`config.mk`:
```
export PLATFORM = sky130hd
export DESIGN_NAME = asreg_ctrl_flat
export DESIGN_NICKNAME = d
export VERILOG_FILES = /design/src/rtl/asreg_pkg.sv /design/src/rtl/asreg_ctrl_if.sv /design/src/rtl/asreg_ctrl_rr_arb2.sv /design/src/rtl/asreg_ctrl.sv /design/src/flat_wrapper.sv
export SDC_FILE = /design/constraint.sdc
export NUM_CORES = 1
export LEC_CHECK = 0
export BUFFER_PORTS_ARGS = -buffer_cell sky130_fd_sc_hd__buf_4
export CAP_MARGIN = 10
export CORE_MARGIN = 5
export CORE_UTILIZATION = 42
export DETAILED_ROUTE_END_ITERATION = 8
export PLACE_DENSITY = 0.87
export SLEW_MARGIN = 5
export SYNTH_ARGS = -nofsm -noshare
export SYNTH_HDL_FRONTEND = slang
export SYNTH_SLANG_ARGS = --single-unit
```
`constraint.sdc`:
```
create_clock -name clock -period 2.09 [get_ports clock]
set_input_delay 0.418 -clock clock [delete_from_list [all_inputs] [get_ports clock]]
set_output_delay 0.418 -clock clock [all_outputs]
set_load 0.005 [all_outputs]
```
`src/rtl/asreg_pkg.sv`:
```
// -----------------------------------------------------------------------------
// asreg_pkg
// Shared types and defaults for the add/sub register-transfer controller:
//   WIDTH_DEF / OPW_DEF : default datapath width and control-code width
//   state_e             : controller FSM state encoding
//   req_id_t            : requester identifier (0 or 1)
//   next_state()        : fixed state sequence LOAD->EXEC->WB->DONE->IDLE
// -----------------------------------------------------------------------------
package asreg_pkg;

   localparam int WIDTH_DEF = 16;
   localparam int OPW_DEF   = 3;

   typedef enum logic [2:0] {
      ST_IDLE = 3'd0,
      ST_LOAD = 3'd1,
      ST_EXEC = 3'd2,
      ST_WB   = 3'd3,
      ST_DONE = 3'd4
   } state_e;

   typedef logic req_id_t;

   // Successor of every non-IDLE state; IDLE is handled by the arbiter path.
   function automatic state_e next_state(input state_e s);
      state_e n;
      case (s)
         ST_LOAD: n = ST_EXEC;
         ST_EXEC: n = ST_WB;
         ST_WB:   n = ST_DONE;
         ST_DONE: n = ST_IDLE;
         default: n = ST_IDLE;
      endcase
      return n;
   endfunction

endpackage

```
`src/rtl/asreg_ctrl_if.sv`:
```
// -----------------------------------------------------------------------------
// asreg_ctrl_if
// Bundles the two requester handshakes and the datapath control bus.
//   master : requester/datapath side (drives req/op/a/b and dp_out4)
//   slave  : controller side (drives ack/done/result/busy and dp_* strobes)
// -----------------------------------------------------------------------------
interface asreg_ctrl_if #(
   parameter int WIDTH = 16,
   parameter int OPW   = 3
) ();

   logic             req0, req1;
   logic [OPW-1:0]   op0, op1;
   logic [WIDTH-1:0] a0, a1, b0, b1;
   logic             ack0, ack1;
   logic             done0, done1;
   logic [WIDTH-1:0] result;
   logic             busy;
   logic [WIDTH-1:0] dp_in1, dp_in2;
   logic             dp_write1, dp_write2, dp_write3, dp_write4;
   logic [OPW-1:0]   dp_ctrl;
   logic [WIDTH-1:0] dp_out4;

   modport master (
      output req0, req1, op0, op1, a0, a1, b0, b1, dp_out4,
      input  ack0, ack1, done0, done1, result, busy,
             dp_in1, dp_in2, dp_write1, dp_write2, dp_write3, dp_write4, dp_ctrl
   );

   modport slave (
      input  req0, req1, op0, op1, a0, a1, b0, b1, dp_out4,
      output ack0, ack1, done0, done1, result, busy,
             dp_in1, dp_in2, dp_write1, dp_write2, dp_write3, dp_write4, dp_ctrl
   );

endinterface

```
`src/rtl/asreg_ctrl_rr_arb2.sv`:
```
// -----------------------------------------------------------------------------
// rr_arb2
// Two-input round-robin arbiter with a last-grant register.
//   clock, reset : clock and synchronous active-high reset
//   req[1:0]     : request vector
//   en           : grant enable; no grant and no history update when low
//   gnt[1:0]     : one-hot grant (combinational, same cycle as request)
//   gnt_id       : index of the requester that would win
// On a tie the requester not granted last wins. Reset leaves requester 1 as
// last-granted so requester 0 wins the first tie.
// -----------------------------------------------------------------------------
module rr_arb2
   import asreg_pkg::*;
(
   input  logic       clock,
   input  logic       reset,
   input  logic [1:0] req,
   input  logic       en,
   output logic [1:0] gnt,
   output req_id_t    gnt_id
);

   req_id_t last_q, last_d;

   // Winner selection and last-grant update.
   always_comb begin
      gnt    = 2'b00;
      gnt_id = 1'b0;
      last_d = last_q;
      case (req)
         2'b01:   gnt_id = 1'b0;
         2'b10:   gnt_id = 1'b1;
         2'b11:   gnt_id = ~last_q;
         default: gnt_id = 1'b0;
      endcase
      if (en && (req != 2'b00)) begin
         gnt    = gnt_id ? 2'b10 : 2'b01;
         last_d = gnt_id;
      end else begin
         gnt    = 2'b00;
      end
   end

   // Last-grant history register.
   always_ff @(posedge clock) begin
      if (reset) begin
         last_q <= 1'b1;
      end else begin
         last_q <= last_d;
      end
   end

endmodule

```
`src/rtl/asreg_ctrl.sv`:
```
// -----------------------------------------------------------------------------
// asreg_ctrl
// Sequences an external add/sub register datapath for two requesters.
//   clock, reset : clock and synchronous active-high reset
//   bus (slave)  : requester handshakes (req/op/a/b -> ack/done/result),
//                  busy, and datapath controls (dp_in1/2, dp_write1..4,
//                  dp_ctrl) plus the datapath result dp_out4.
// One operation runs IDLE -> LOAD -> EXEC -> WB -> DONE; ack is issued in the
// accepting IDLE cycle and done four cycles later. The op code is opaque and
// forwarded unchanged; no arithmetic is done here.
// -----------------------------------------------------------------------------
module asreg_ctrl
   import asreg_pkg::*;
#(
   parameter int WIDTH = WIDTH_DEF,
   parameter int OPW   = OPW_DEF
) (
   input  logic        clock,
   input  logic        reset,
   asreg_ctrl_if.slave bus
);

   state_e           state_q, state_d;
   logic [OPW-1:0]   op_q, op_d;
   logic [WIDTH-1:0] a_q, a_d;
   logic [WIDTH-1:0] b_q, b_d;
   req_id_t          id_q, id_d;

   logic [1:0] gnt_s;
   req_id_t    gnt_id_s;
   logic       arb_en_s;

   // Grants are only possible in IDLE and never while reset is being applied.
   assign arb_en_s = (state_q == ST_IDLE) && !reset;

   rr_arb2 u_arb (
      .clock  (clock),
      .reset  (reset),
      .req    ({bus.req1, bus.req0}),
      .en     (arb_en_s),
      .gnt    (gnt_s),
      .gnt_id (gnt_id_s)
   );

   // Next state and operand capture on acceptance.
   always_comb begin
      state_d = state_q;
      op_d    = op_q;
      a_d     = a_q;
      b_d     = b_q;
      id_d    = id_q;
      if (state_q == ST_IDLE) begin
         if (gnt_s != 2'b00) begin
            state_d = ST_LOAD;
            id_d    = gnt_id_s;
            op_d    = gnt_id_s ? bus.op1 : bus.op0;
            a_d     = gnt_id_s ? bus.a1  : bus.a0;
            b_d     = gnt_id_s ? bus.b1  : bus.b0;
         end else begin
            state_d = ST_IDLE;
         end
      end else begin
         state_d = next_state(state_q);
      end
   end

   // State and latched-operand registers.
   always_ff @(posedge clock) begin
      if (reset) begin
         state_q <= ST_IDLE;
         op_q    <= {OPW{1'b0}};
         a_q     <= {WIDTH{1'b0}};
         b_q     <= {WIDTH{1'b0}};
         id_q    <= 1'b0;
      end else begin
         state_q <= state_d;
         op_q    <= op_d;
         a_q     <= a_d;
         b_q     <= b_d;
         id_q    <= id_d;
      end
   end

   // Output decode from the state register; ack follows the arbiter grant.
   always_comb begin
      bus.ack0      = gnt_s[0];
      bus.ack1      = gnt_s[1];
      bus.done0     = 1'b0;
      bus.done1     = 1'b0;
      bus.result    = {WIDTH{1'b0}};
      bus.busy      = (state_q != ST_IDLE);
      bus.dp_in1    = a_q;
      bus.dp_in2    = b_q;
      bus.dp_write1 = 1'b0;
      bus.dp_write2 = 1'b0;
      bus.dp_write3 = 1'b0;
      bus.dp_write4 = 1'b0;
      bus.dp_ctrl   = {OPW{1'b0}};
      case (state_q)
         ST_IDLE: begin
            bus.busy = 1'b0;
         end
         ST_LOAD: begin
            bus.dp_write1 = 1'b1;
            bus.dp_write2 = 1'b1;
            bus.dp_ctrl   = op_q;
         end
         ST_EXEC: begin
            // Datapath register 3 captures on the falling edge of this cycle.
            bus.dp_write3 = 1'b1;
            bus.dp_ctrl   = op_q;
         end
         ST_WB: begin
            bus.dp_write4 = 1'b1;
            bus.dp_ctrl   = op_q;
         end
         ST_DONE: begin
            bus.result = bus.dp_out4;
            bus.done0  = (id_q == 1'b0);
            bus.done1  = (id_q == 1'b1);
         end
         default: begin
            bus.busy = 1'b1;
         end
      endcase
   end

endmodule

```
`src/flat_wrapper.sv`:
```
// flat-port wrapper written by rule: the top's interface ports become plain ports
module asreg_ctrl_flat import asreg_pkg::*;
#(
   parameter int WIDTH = WIDTH_DEF,
   parameter int OPW   = OPW_DEF
)
  (clock, reset, bus_req0, bus_req1, bus_op0, bus_op1, bus_a0, bus_a1, bus_b0, bus_b1, bus_dp_out4, bus_ack0, bus_ack1, bus_done0, bus_done1, bus_result, bus_busy, bus_dp_in1, bus_dp_in2, bus_dp_write1, bus_dp_write2, bus_dp_write3, bus_dp_write4, bus_dp_ctrl);
  asreg_ctrl_if #(.WIDTH(WIDTH), .OPW(OPW)) bus_i ();
  input  logic clock;
  input  logic reset;
  input wire logic [$bits(bus_i.req0)-1:0] bus_req0;
  input wire logic [$bits(bus_i.req1)-1:0] bus_req1;
  input wire logic [$bits(bus_i.op0)-1:0] bus_op0;
  input wire logic [$bits(bus_i.op1)-1:0] bus_op1;
  input wire logic [$bits(bus_i.a0)-1:0] bus_a0;
  input wire logic [$bits(bus_i.a1)-1:0] bus_a1;
  input wire logic [$bits(bus_i.b0)-1:0] bus_b0;
  input wire logic [$bits(bus_i.b1)-1:0] bus_b1;
  input wire logic [$bits(bus_i.dp_out4)-1:0] bus_dp_out4;
  output wire logic [$bits(bus_i.ack0)-1:0] bus_ack0;
  output wire logic [$bits(bus_i.ack1)-1:0] bus_ack1;
  output wire logic [$bits(bus_i.done0)-1:0] bus_done0;
  output wire logic [$bits(bus_i.done1)-1:0] bus_done1;
  output wire logic [$bits(bus_i.result)-1:0] bus_result;
  output wire logic [$bits(bus_i.busy)-1:0] bus_busy;
  output wire logic [$bits(bus_i.dp_in1)-1:0] bus_dp_in1;
  output wire logic [$bits(bus_i.dp_in2)-1:0] bus_dp_in2;
  output wire logic [$bits(bus_i.dp_write1)-1:0] bus_dp_write1;
  output wire logic [$bits(bus_i.dp_write2)-1:0] bus_dp_write2;
  output wire logic [$bits(bus_i.dp_write3)-1:0] bus_dp_write3;
  output wire logic [$bits(bus_i.dp_write4)-1:0] bus_dp_write4;
  output wire logic [$bits(bus_i.dp_ctrl)-1:0] bus_dp_ctrl;
  assign bus_i.req0 = bus_req0;
  assign bus_i.req1 = bus_req1;
  assign bus_i.op0 = bus_op0;
  assign bus_i.op1 = bus_op1;
  assign bus_i.a0 = bus_a0;
  assign bus_i.a1 = bus_a1;
  assign bus_i.b0 = bus_b0;
  assign bus_i.b1 = bus_b1;
  assign bus_i.dp_out4 = bus_dp_out4;
  assign bus_ack0 = bus_i.ack0;
  assign bus_ack1 = bus_i.ack1;
  assign bus_done0 = bus_i.done0;
  assign bus_done1 = bus_i.done1;
  assign bus_result = bus_i.result;
  assign bus_busy = bus_i.busy;
  assign bus_dp_in1 = bus_i.dp_in1;
  assign bus_dp_in2 = bus_i.dp_in2;
  assign bus_dp_write1 = bus_i.dp_write1;
  assign bus_dp_write2 = bus_i.dp_write2;
  assign bus_dp_write3 = bus_i.dp_write3;
  assign bus_dp_write4 = bus_i.dp_write4;
  assign bus_dp_ctrl = bus_i.dp_ctrl;
  asreg_ctrl #(.WIDTH(WIDTH), .OPW(OPW)) u_core (.clock(clock), .reset(reset), .bus(bus_i));
endmodule
```
==> results of run 1 <==
placed cells by master, fill, tap and decap left out:
cell / synthesis / final
a21oi_1: 36 / 36
or3_2: 1 / 1
nor4_4: 1 / 1
xnor2_1: 1 / 1
a311oi_1: 14 / 14
inv_1: 2 / 2
o21ai_0: 1 / 1
a311oi_2: 21 / 21
and3_1: 17 / 17
bufinv_16: 0 / 1
nand2_1: 72 / 72
buf_4: 3 / 159
clkinv_4: 0 / 1
a21bo_2: 1 / 1
a211o_1: 1 / 1
buf_12: 0 / 2
nor2_4: 1 / 2
and2_1: 3 / 3
a21boi_2: 1 / 1
or4_4: 1 / 1
nand3_1: 1 / 1
o31ai_1: 1 / 1
or2_2: 1 / 1
or2b_1: 1 / 1
nor2_2: 0 / 1
clkbuf_8: 1 / 6
dfxtp_1: 40 / 40
nor3_1: 3 / 3
nor2_1: 7 / 5
cell type report:
type / count / area share, %
timing repair buffer: 161 / 35.89
sequential: 40 / 23.30
multi-input combinational: 186 / 34.51
inverter: 2 / 0.2184
tap: 70 / 2.548
clock inverter: 2 / 1.129
clock buffer: 6 / 2.403
final timing paths:
path / start / endpoint / slack (ns) / depth (start not counted)
setup / recovery: u_core.state_q[0] / bus_ack0 / 0.14 / 5
hold reg to reg: u_core.id_q / u_core.id_q / 0.51 / 2
hold / removal: bus_a0[1] / u_core.bus.dp_in1[1] / 0.40 / 3
setup reg to reg: u_core.state_q[0] / u_core.bus.dp_in2[11] / 0.48 / 5
stage by stage:
| step | cell area [sq um] | cells |
|---|---|---|
| after CTS | 3430 | 467 |
| after floorplan | 2180 | 256 |
| after detailed placement | 3306 | 459 |
| final | 3437 | 467 |
| after global routing | 3437 | 467 |
| after global placement | 3306 | 459 |
sequential cells by signal (all words and copies together) (netlist names):
signal,flops
u_core.u_arb.last_q,1
u_core.bus.dp_in1,16
u_core.state_q,3
u_core.id_q,1
u_core.bus.dp_in2,16
u_core.op_q,3
where the power goes:
| part | total [mW] | switching (mW) | internal (mW) |
|---|---|---|---|
| clock network | 0.655 | 0.265 | 0.390 |
| logic | 1.65 | 0.807 | 0.847 |
| registers | 1.12 | 0.140 | 0.978 |
critical path, stage by stage (launching register included):
cell     delay, ns
dfxtp_1       0.34
buf_4         0.17
nor4_4        0.30
nand2_1       0.17
nor2_2        0.15
buf_4         0.13
routing by layer:
layer / GRT usage (%) / up-vias / part of all wire, %
li1: - / 1196 / -
met1: 21.61 / 1106 / 39
met2: 37.88 / 105 / 49
met3: 8.114 / 6 / 11
met4: 5.150 / 0 / 0.77
met5: 0 / - / 0
cells by family after synthesis:
logic type | count (synthesis) | share of synthesized area (%)
simple gates | 109 | 23.25
compound gates | 76 | 30.31
xor+xnor | 1 | 0.4019
buf+inv | 30 | 9.299
flops | 40 | 36.74
repair_timing:
action,CTS,global route
setup endpoints to repair,16,3
endpoints found under the hold margin,0,0
gates resized for setup,1,2
pin swaps,0,0
==> run_results.csv, run 1 <==
group,metric,value,unit
global_routing,grt_pass1_wl,10870,microns
timing,fin_skew,0.01007,ns
clock_tree,cts_tree,"built",
drt,post_drt_wl_per_cell,15.22,microns
floorplanning,die_w,82.04,microns
synth,synth_edf_count,0,
timing,max_slew_margin,73.53,%
finish,drive_gt1_share,50.13,%
floorplanning,ios,150,
clock_tree,postCtsHoldBufs,0,
synth,synth_area_per_cell,8.514,sq um
floorplanning,dieArea,6731,sq um
min_path,hold_path_class,"input port to flop",
timing,finalSetupViolCount,0,
drt,routed_wl,7108,microns
placement,routabilityCongestion,0.7529,
critical_path,critPathKind,"flop to output pin",
power_and_ir_drop,power_leakage,1.630,nW
placement,io_buffer_count,149,
finish,nNetsFinal,486,
timing,fmax,512.0,MHz
synth,synth_area,2180,sq um
timing,fin_ws,0.1370,ns
clock_tree,clockRootBuffer,"clkbuf_8",
floorplanning,core.rowCount,26,
clock_tree,cts.sinks,40,
finish,final_core_util,67.73,%
drt,viasPerCell,5.167,
critical_path,crit_fanout,7,
synth,post-synth-top-count-cell,"nand2_1",
critical_path,critPathCaptureType,"output pin",
global_routing,grt_start_max_net_pins,29,
floorplanning,initial_utilization,42.95,%
floorplanning,coreArea,5075,sq um
timing,whs,0.3979,ns
global_routing,grt_pass1_vias,2417,
power_and_ir_drop,power_density,997.2,nW/um^2
placement,hpwl,5501,microns
timing,rsz0062_at_grt,"no",
timing,finalCriticalPeriod,1.953,ns
timing,slew_violations,0,
critical_path,start_kind,"flop",
synth,ys_seq_area_share,36.74,%
floorplanning,die_h,82.04,microns
synth,ys_types,29,
placement,pre_cts_slack,0.1638,ns
finish,seq_area,800.8,sq um
synth,yosysTopAreaCell,"dfxtp_1",
timing,finalHoldViolations,0,
power_and_ir_drop,ir_worst_vdd,645.0,uV
finish,syn2layout_area_growth,57.69,%
timing,worst_pin_slew,0.3970,ns
timing,period_share,93.44,%
drt,firstDrtPassIters,4,
synth,synth_top_area_share,36.74,%
synth,synthCells,256,
synth,async_flop_share,0,%
clock_tree,clockBufferDepth,2,
finish,fillCellCount,424,
drt,drc,0,
status,status,"completed",
global_routing,antenna_found_initial,0,
critical_path,worst-endpoint-arrival,1.53,ns
synth,synth_area_leaders,"dfxtp_1 37%, a311oi_2 14%, nand2_1 12%",
clock_tree,clk_pin_slew,0.08,ns
global_routing,grtUsageTotal,20.54,%
synth,synth.ff_latch_count,40,
global_routing,grt-ovfl-total,0,
clock_tree,cts_made_buffers,5,
finish,diodes,0,
synth,synth_fp_nets,346,
run,cap_violations,0,
drt,vias,2413,
synth,synth_commonest_cells,"72 x nand2_1, 40 x dfxtp_1, 36 x a21oi_1",
power_and_ir_drop,finalPower,3.427,mW
critical_path,cp.required,1.67,ns
clock_tree,insertion_delay,0.29,ns
synth,yosysWarningCount,0,
finish,multiInputGateArea,1186,sq um
clock_tree,htreeDepth,2,
synth,synth_flop_cell,"dfxtp_1",
timing,fin_tns_setup,0,ns
drt,drt-initial-drc-count,134,
drt,postRouteAntennaNets,0,
clock_tree,cts_setup_buffers,0,
Note: power is estimated with default switching activity, not from simulation.
==> run 2: changes to the inputs <==
- BUFFER_PORTS_ARGS: -buffer_cell sky130_fd_sc_hd__buf_4 -> -buffer_cell sky130_fd_sc_hd__buf_2
==> run_results.csv, run 2 (synthesis gave the netlist of run 1 again) <==
group,metric,value,unit
critical_path,slowest_stage,"dfxtp_1",
drt,post_drt_wl_per_cell,14.25,microns
placement,io_buffer_count,149,
global_routing,grt_pass1_wl,9956,microns
clock_tree,post_cts_resized,1,
drt,viasPerCell,5.188,
power_and_ir_drop,switchingPower,1.205,mW
clock_tree,cts_tree,"built",
global_routing,grt_start_max_net_pins,31,
finish,design_area,3037,sq um
finish,final_common_cell,"buf_2",
drt,vias,2423,
critical_path,crit_family,"simple AND/OR/NAND/NOR gates",
finish,mostFrequentLayoutCells,"149 x buf_2, 72 x nand2_1, 40 x dfxtp_1, 36 x a21oi_1, 21 x a311oi_2",
power_and_ir_drop,switching_share,38.54,%
critical_path,cp.required,1.67,ns
clock_tree,cts_made_buffers,5,
floorplanning,die_w,82.04,microns
floorplanning,die_h,82.04,microns
power_and_ir_drop,p_clk_share,17.3,%
floorplanning,dieArea,6731,sq um
drt,drc,0,
clock_tree,postCtsHoldBufs,0,
critical_path,start_kind,"flop",
power_and_ir_drop,p_comb_share,46.9,%
finish,diodes,0,
status,status,"completed",
critical_path,critPathCaptureType,"output pin",
timing,finalSetupViolCount,0,
power_and_ir_drop,power_density,1030,nW/um^2
global_routing,grt-ovfl-total,0,
floorplanning,core.rowCount,26,
timing,worst_pin_slew,0.4177,ns
clock_tree,insertion_delay,0.29,ns
drt,postRouteAntennaNets,0,
timing,fin_skew,0.008324,ns
finish,drive_gt1_share,49.87,%
critical_path,crit_chain,"buf_4, nor4_4, nand2_1, nor2_1, buf_2",
power_and_ir_drop,power_leakage,1.540,nW
placement,dpl-instance-area,2933,sq um
power_and_ir_drop,ir_worst_vdd,505.0,uV
clock_tree,cts.sinks,40,
floorplanning,initial_utilization,42.95,%
critical_path,critPathKind,"flop to output pin",
timing,max_slew_margin,72.15,%
timing,finalCriticalPeriod,1.981,ns
placement,hpwl,5153,microns
clock_tree,cts_setup_buffers,0,
min_path,hold_path_class,"input port to flop",
timing,fmax,504.9,MHz
clock_tree,clk_pin_slew,0.08,ns
finish,syn2layout_area_growth,39.32,%
floorplanning,ios,150,
drt,firstDrtPassIters,4,
global_routing,grt_pass1_vias,2202,
timing,period_share,94.77,%
critical_path,critPathBufInv,2,
critical_path,worst-endpoint-arrival,1.56,ns
finish,nNetsFinal,486,
critical_path,crit_fanout,7,
timing,finalHoldViolations,0,
run,cap_violations,0,
clock_tree,clockBufferDepth,2,
timing,rsz0062_at_grt,"no",
timing,fin_tns_setup,0,ns
power_and_ir_drop,p_seq_share,35.8,%
floorplanning,coreArea,5075,sq um
drt,drt-initial-drc-count,60,
global_routing,antenna_found_initial,0,
timing,slew_violations,0,
drt,routed_wl,6656,microns
placement,routabilityCongestion,0.7139,
clock_tree,clockRootBuffer,"clkbuf_8",
critical_path,critPathMaxStageDelay,0.34,ns
power_and_ir_drop,p_int,1.922,mW
clock_tree,htreeDepth,2,
global_routing,grtUsageTotal,18.97,%
run 2: worst min-delay path: cells and delay by family:
family	cells	cell delay, ns
AO/OA/AOI/OAI	1	0.07
AND/OR/NAND/NOR	1	0.04
buffers and inverters	1	0.10
run 2: worst paths after layout:
check / start / end / slack [ns] / cells after the start
hold reg to reg: u_core.id_q / u_core.id_q / 0.51 / 2
setup / recovery: u_core.state_q[0] / bus_ack0 / 0.11 / 5
hold / removal: bus_op0[2] / u_core.op_q[2] / 0.39 / 3
setup reg to reg: u_core.state_q[0] / u_core.bus.dp_in2[8] / 0.41 / 5
run 2: layout make-up:
type / instances / area, sq um
Clock buffer: 6 / 82.58
Clock inverter: 2 / 13.76
Fill cell: 442 / 2038
Inverter: 2 / 7.507
Multi-Input combinational cell: 186 / 1184
Sequential cell: 40 / 800.8
Tap cell: 70 / 87.58
Timing Repair Buffer: 161 / 860.8
run 2: metrics by stage:
step                      instances  util (%)  hold WS [ns]  setup slack, ns  power (mW)
final                           467     59.84        0.3858           0.1092       3.127
after global placement          459     57.79        0.4881           0.2564       2.543
after CTS                       467     59.74        0.3768          0.09939       3.143
after detailed placement        459     57.79        0.5028           0.1801       2.593
after global routing            467     59.84        0.3854          0.01242       3.367
after floorplan                 256         -        0.4630           0.4614       2.121
run 2: per-layer routing:
layer / GRT usage [%] / share of wire (%)
met1: 21.48 / 40
met3: 5.044 / 11
met5: 0 / 0
met2: 34.98 / 48
met4: 4.651 / 0.60
run 2: power by group through the flow:
stage / Clock (mW) / Combinational, mW / Sequential (mW)
finish: 0.542 / 1.47 / 1.12
global placement: 0 / 1.43 / 1.11
floorplan: 0 / 1.01 / 1.11
CTS: 0.556 / 1.48 / 1.11
global route: 0.595 / 1.63 / 1.14
detailed placement: 0 / 1.47 / 1.12
==> run 3: changes to the inputs <==
- REMOVE_ABC_BUFFERS: unset -> 1
==> run_results.csv, run 3 (synthesis gave the netlist of run 1 again) <==
group,metric,value,unit
status,status,"completed",
finish,design_area,3005,sq um
clock_tree,clk_pin_slew,0.07,ns
floorplanning,coreArea,5075,sq um
timing,worst_pin_slew,0.5182,ns
clock_tree,cts.sinks,40,
drt,post_drt_wl_per_cell,14.77,microns
clock_tree,htreeDepth,2,
placement,routabilityCongestion,0.7285,
power_and_ir_drop,ir_worst_vdd,418.9,uV
run,cap_violations,0,
global_routing,grt_start_max_net_pins,39,
timing,fmax,527.6,MHz
clock_tree,cts_made_buffers,5,
global_routing,antenna_found_initial,0,
power_and_ir_drop,power_density,1008,nW/um^2
critical_path,start_kind,"flop",
drt,drt-initial-drc-count,100,
finish,syn2layout_area_growth,37.89,%
critical_path,critPathKind,"flop to output pin",
drt,postRouteAntennaNets,0,
drt,firstDrtPassIters,7,
critical_path,cp.required,1.67,ns
floorplanning,dieArea,6731,sq um
critical_path,crit_fanout,22,
critical_path,critPathMaxStageDelay,0.47,ns
drt,viasPerCell,5.204,
placement,placedCellCount,458,
timing,fin_ws,0.1947,ns
floorplanning,core.rowCount,26,
finish,drive_gt1_share,49.37,%
critical_path,critPathCaptureType,"output pin",
placement,dpl-instance-area,2920,sq um
finish,nNetsFinal,485,
finish,layout.cells.non_filler,465,
power_and_ir_drop,finalPower,3.029,mW
placement,pre_cts_slack,0.1607,ns
critical_path,critPathBufInv,2,
floorplanning,ios,150,
timing,max_slew_margin,65.45,%
clock_tree,clockRootBuffer,"clkbuf_8",
timing,fin_skew,0.002573,ns
floorplanning,die_h,82.04,microns
floorplanning,initial_utilization,42.95,%
timing,finalSetupViolCount,0,
timing,period_share,90.68,%
global_routing,grt_pass1_wl,10250,microns
clock_tree,cts_tree,"built",
drt,routed_wl,6869,microns
timing,finalHoldViolations,0,
finish,mostFrequentLayoutCells,"149 x buf_2, 72 x nand2_1, 40 x dfxtp_1, 36 x a21oi_1, 21 x a311oi_2",
critical_path,slowest_stage,"or3_2",
placement,hpwl,5190,microns
drt,vias,2420,
min_path,hold_path_class,"input port to flop",
finish,fillCellCount,475,
finish,final_common_cell,"buf_2",
timing,slew_violations,0,
timing,finalCriticalPeriod,1.895,ns
global_routing,grt_pass1_vias,2234,
drt,drc,0,
floorplanning,die_w,82.04,microns
clock_tree,cts_setup_buffers,0,
finish,final_core_util,59.22,%
clock_tree,insertion_delay,0.28,ns
global_routing,grt-ovfl-total,0,
power_and_ir_drop,power_leakage,1.525,nW
placement,io_buffer_count,149,
finish,diodes,0,
critical_path,worst-endpoint-arrival,1.48,ns
timing,rsz0062_at_grt,"no",
global_routing,grtUsageTotal,19.58,%
critical_path,crit_family,"simple AND/OR/NAND/NOR gates",
clock_tree,clockBufferDepth,2,
critical_path,crit_chain,"buf_4, or3_2, buf_2",
## run 3: final timing paths
| check | start | end | slack [ns] | cells after the start |
|---|---|---|---|---|
| worst max-delay path | u_core.state_q[2] | bus_busy | 0.19 | 3 |
| worst min-delay path | bus_a0[0] | u_core.bus.dp_in1[0] | 0.39 | 3 |
| worst max register to register | u_core.state_q[1] | u_core.bus.dp_in2[15] | 0.41 | 4 |
| worst min register to register | u_core.op_q[1] | u_core.op_q[1] | 0.52 | 2 |
## run 3: where the power goes
part	total, mW	internal [mW]	switching, mW
sequential	1.14	0.978	0.164
combinational	1.40	0.646	0.758
clock	0.483	0.227	0.256
total	3.03	1.85	1.18
## run 3: through the flow
stage          hold slack (ns)  setup TNS, ns
2_1_floorplan           0.4565        -0.4166
3_3_place_gp            0.4990              0
3_5_place_dp            0.5091              0
4_1_cts                 0.3821              0
5_1_grt                 0.3801              0
6_report                0.3923              0
## run 3: layer usage
layer,routed length (microns),global-route usage (%),vias up
li1,-,-,1196
met1,2769,22.73,1097
met2,3313,35.38,119
met3,704,4.276,8
met4,82,6.312,0
met5,0,0,-
## run 3: cell type report
type,instances,area [sq um],share of cell area (%)
clock buffer,6,72.57,2.415
sequential,40,800.8,26.64
timing repair buffer,160,840.8,27.98
tap,70,87.58,2.914
inverter,2,7.507,0.2498
multi-input combinational,186,1191,39.63
clock inverter,1,5.005,0.1665
## run 3: timing repair
item	in CTS	in global routing
gates resized for setup	1	1
setup endpoints to repair	21	3
hold buffers	0	0
## run 3: worst register-to-register path, cell delays in order (launching register included)
cell,delay [ns]
dfxtp_1,0.41
or4_4,0.58
nor2_4,0.10
buf_4,0.29
a311oi_2,0.16
